## src/rtl/serial_subtractor_pkg.sv

```systemverilog
// Shared types for the bit-serial subtractor slice.
package serial_subtractor_pkg;

    typedef enum logic [1:0] {
        IDLE = 2'd0,
        RUN  = 2'd1,
        DONE = 2'd2
    } state_t;

endpackage

```

## src/rtl/serial_subtractor_fullsub.sv

```systemverilog
// One-bit full subtractor: d = a - b - bin, bout set when the bit borrows.
module fullsub_dataflow (
    input  logic a,
    input  logic b,
    input  logic bin,
    output logic d,
    output logic bout
);

    assign d    = a ^ b ^ bin;
    assign bout = (~a & b) | (~a & bin) | (b & bin);

endmodule

```

## src/rtl/serial_subtractor.sv

```systemverilog
// Bit-serial N-bit unsigned subtractor, LSB first, one bit per clock.
module serial_subtractor
    import serial_subtractor_pkg::*;
#(
    parameter int N = 8
) (
    input  logic         clk,
    input  logic         rst_n,
    input  logic         start,
    input  logic [N-1:0] a,
    input  logic [N-1:0] b,
    output logic         busy,
    output logic         done,
    output logic [N-1:0] diff,
    output logic         bout
);

    localparam int CNT_W = $clog2(N + 1);

    state_t             state;
    logic [N-1:0]       sh_a;
    logic [N-1:0]       sh_b;
    logic               borrow;
    logic [CNT_W-1:0]   cnt;
    logic               d_bit;
    logic               bo_bit;
    logic               last_bit;
    logic [N:0]         diff_ext;
    logic [N-1:0]       diff_next;

    fullsub_dataflow u_fullsub (
        .a    (sh_a[0]),
        .b    (sh_b[0]),
        .bin  (borrow),
        .d    (d_bit),
        .bout (bo_bit)
    );

    // Concatenate-then-slice keeps the MSB-side shift legal for N = 1.
    always_comb begin
        diff_ext  = {d_bit, diff};
        diff_next = diff_ext[N:1];
        last_bit  = (cnt == CNT_W'(N - 1));
    end

    assign busy = (state == RUN);
    assign done = (state == DONE);

    always_ff @(posedge clk or negedge rst_n) begin
        if (!rst_n) begin
            state  <= IDLE;
            sh_a   <= '0;
            sh_b   <= '0;
            borrow <= 1'b0;
            cnt    <= '0;
            diff   <= '0;
            bout   <= 1'b0;
        end else begin
            case (state)
                IDLE, DONE: begin
                    if (start) begin
                        sh_a   <= a;
                        sh_b   <= b;
                        borrow <= 1'b0;
                        cnt    <= '0;
                        state  <= RUN;
                    end else begin
                        state  <= IDLE;
                    end
                end
                RUN: begin
                    diff   <= diff_next;
                    sh_a   <= sh_a >> 1;
                    sh_b   <= sh_b >> 1;
                    borrow <= bo_bit;
                    cnt    <= cnt + CNT_W'(1);
                    if (last_bit) begin
                        state <= DONE;
                        bout  <= bo_bit;
                    end
                end
                default: state <= IDLE;
            endcase
        end
    end

endmodule

```

## config.mk

```make
export PLATFORM = sky130hd
export DESIGN_NAME = serial_subtractor
export DESIGN_NICKNAME = d
export VERILOG_FILES = /design/src/rtl/serial_subtractor_pkg.sv /design/src/rtl/serial_subtractor_fullsub.sv /design/src/rtl/serial_subtractor.sv
export SDC_FILE = /design/constraint.sdc
export NUM_CORES = 1
export LEC_CHECK = 0
export BUFFER_PORTS_ARGS = -buffer_cell sky130_fd_sc_hd__buf_4
export CAP_MARGIN = 20
export CORE_MARGIN = 2
export CORE_UTILIZATION = 30
export CTS_BUF_LIST = sky130_fd_sc_hd__clkbuf_4
export DETAILED_ROUTE_END_ITERATION = 10
export MAX_ROUTING_LAYER = met4
export PLACE_DENSITY = 0.56
export SLEW_MARGIN = 20
export SYNTH_ARGS = -nofsm -noshare
export SYNTH_HDL_FRONTEND = slang
export SYNTH_SLANG_ARGS = --single-unit
```

## constraint.sdc

```tcl
create_clock -name clk -period 1.2 [get_ports clk]
set_input_delay 0.18 -clock clk [delete_from_list [all_inputs] [get_ports clk]]
set_output_delay 0.18 -clock clk [all_outputs]
set_load 0.005 [all_outputs]
```

==> results.yml <==
run_status:
  status: "finished with violations"
  violations: "negative setup slack"
worst_setup_path:
  crit-reg2reg-launch: "state[0]"
  cp_num_buf_inv: 3
  crit_arrival_ns: 1.13
  r2r_slack_ns: -0.07
  critical_path.cell_chain: "nand2b_4 > inv_4 > buf_12 > buf_6"
  cp-end-kind: "primary output"
  r2r_cells: 6
  crit_path_max_incr_delay_ns: 0.43
  path_delay_family: "flip-flops"
  worstPathRequired_ns: 1.02
  critical_path.startpoint_type: "flip-flop"
  cp_slowest_cell: "dfrtp_1"
  timing.rr.end: "sh_b[1]"
  cp_max_fo: 4
  criticalPathCategory: "flip-flop to primary output"
floorplanning:
  die_h_um: 71.8
  die_x_um: 71.8
  core_um2: 4380
  rows: 24
  die_area_um2: 5150
  start_util: 0.314
  num_io_pins: 30
clock_tree:
  clock_sinks: 32
  cts_root_buf: "clkbuf_4"
  path_clk_slew_ns: 0.10
  cts_max_level: 2
  cts_tree: "built"
  ctsLongestPathBuffers: 2
  clk_latency_ns: 0.33
  cts_buffers: 5
timing:
  setup_viol: 20
  fin_ws_ns: -0.108
  period_share: 1.09
  drv_slew: 0
  setup_tns_ns: -0.861
  holdWs_ns: 0.0514
  hold_viol: 0
  worstMarginPinSlew_ns: 0.423
  max_freq_ghz: 0.765
  fin_skew_ns: 0.00453
  period_needed_ns: 1.31
  maxSlewHeadroom: 0.718
  grt_setup_unrepaired: "yes"
placed_design:
  hpwl_um: 2110
  dpl_cell_area_um2: 1740
  port_buffers: 29
  dp_cells: 219
  gp_congestion: 0.765
  pre_cts_ws_ns: -0.124
synth:
  synthAdderAreaFrac: 0.0236
  synth_simple_gate_area_frac: 0.201
  ys_types: 24
  synth_compound_area_frac: 0.117
  yosysWarningCount: 0
  synth_mux_area_frac: 0.0227
  syn_avg_cell_area_um2: 10.5
  ys_seq_area_frac: 0.581
  ys_seq_elements: 32
  synth_xor_area_frac: 0.00636
  synth_top_family_by_area: "simple AND/OR/NAND/NOR gates"
  syn-instance-count: 131
  synth_area_um2: 1380
  synth_nets: 152
routing:
  ant_nets: 0
  drt-vias-per-instance: 4.82
  remaining_drc_errors: 0
  route.top_layer_used: "met4"
  wl_met2_um: 1480
  wl_met3_um: 144
  wirelength_met1_um: 1520
  wl_per_cell_um: 13.7
  vias: 1118
  drt_first_pass_iters: 4
  finalWirelength_um: 3190
  drt-initial-drc-count: 26
cells_and_area:
  drive_above_1_share: 0.433
  fin_util: 0.450
  fin_area_um2: 1970
  fin_nets: 201
  multi_input_area_um2: 608
  stdcell_count: 232
  final_common_cell: "buf_4"
  register_area_um2: 801
  nFillCells: 438
  area_growth_syn_to_layout_pct: 43.3
  mostFrequentLayoutCells: "buf_4, nand2_1, dfrtp_1, nand3_1, a22oi_2"
  antenna_cells: 0
worst_hold_path:
  hold_class: "input pin to flip-flop"
  hp-start: "b[5]"
  min_path_cells: 3
  hold_end: "sh_b[5]"
global_routing:
  grt_pass1_wl_um: 5270
  grt_overflow: 0
  grt_usage: 0.138
  antenna_found_initial: 0
  grt_start_max_net_pins: 33
  grt_pass1_vias: 1199
flow_run:
  drv_cap: 0
pwr:
  ir_drop_uv: 1090
  power_density_nw_per_um2: 2530
  total_power_mw: 4.99
  p_leak_nw: 0.967
synth_stat cells (all sizes together):
cell,number,area (µm²)
nand2,38,143
dfrtp,32,801
a22oi,13,97.6
nand3,13,65.1
buf,8,52.6
a22o,5,43.8
nor2b,3,18.8
inv,2,10.0
mux2i,2,20.0
nand2b,2,12.5
nor2,2,10.0
nor3,2,21.3
o21ai,2,10.0
a221o,1,10.0
clkbuf,1,3.75
fa,1,20.0
ha,1,12.5
mux2,1,11.3
nand4,1,6.26
xnor2,1,8.76
cell families (layout without fill, tap and decap cells):
logic type,count (synthesis),count (layout)
compound gates,21,21
xor+xnor,1,1
fa+ha+maj,2,2
buf+inv,11,60
flops,32,32
mux,3,3
simple gates,61,61
flip-flops by register name, summed over array words and instances, names as in the netlist:
register and count:
bout 1, borrow 1, state 2, diff 8, sh_a 8, cnt 4
sh_b 8
worst max-delay path by stage:
| stage | end | start | cells past startpoint |
|---|---|---|---|
| 2_1_floorplan | bout | state[1] | 4 |
| 3_3_place_gp | cnt[2] | state[1] | 4 |
| 3_5_place_dp | cnt[2] | state[1] | 4 |
| 4_1_cts | done | state[0] | 3 |
| 5_1_grt | busy | state[0] | 4 |
| 6_report | busy | state[0] | 4 |
tightest hold or removal path: cells and delay by family:
| kind | cells | cell delay [ns] |
|---|---|---|
| AND/OR/NAND/NOR | 1 | 0.05 |
| buffers and inverters | 1 | 0.08 |
| AO/OA/AOI/OAI | 1 | 0.04 |
report_power, final:
group	switching [mW]	internal (mW)
clock	0.350	0.204
combinational	1.16	1.38
sequential	0.337	1.56
repair_timing:
action | 4_1_cts | 5_1_grt
cloned | 0 | 1
hold buffers | 1 | 0
endpoints found under the setup margin | 24 | 27
buffers inserted | 4 | 0
pin swaps | 2 | 2
hold endpoints to repair | 32 | 0
gates resized for setup | 16 | 15
cell type report:
cell class,count,area share
multi-input combinational,88,0.308
timing repair buffer,51,0.226
clock inverter,2,0.00380
tap,52,0.0330
clock buffer,5,0.0190
inverter,2,0.00507
sequential,32,0.406
layer usage:
metal	vias up	track usage
met1	538	0.167
met5	-	-
met4	0	0.0503
met3	4	0.0380
met2	29	0.222
li1	547	-
(Power assumes the default switching activity.)
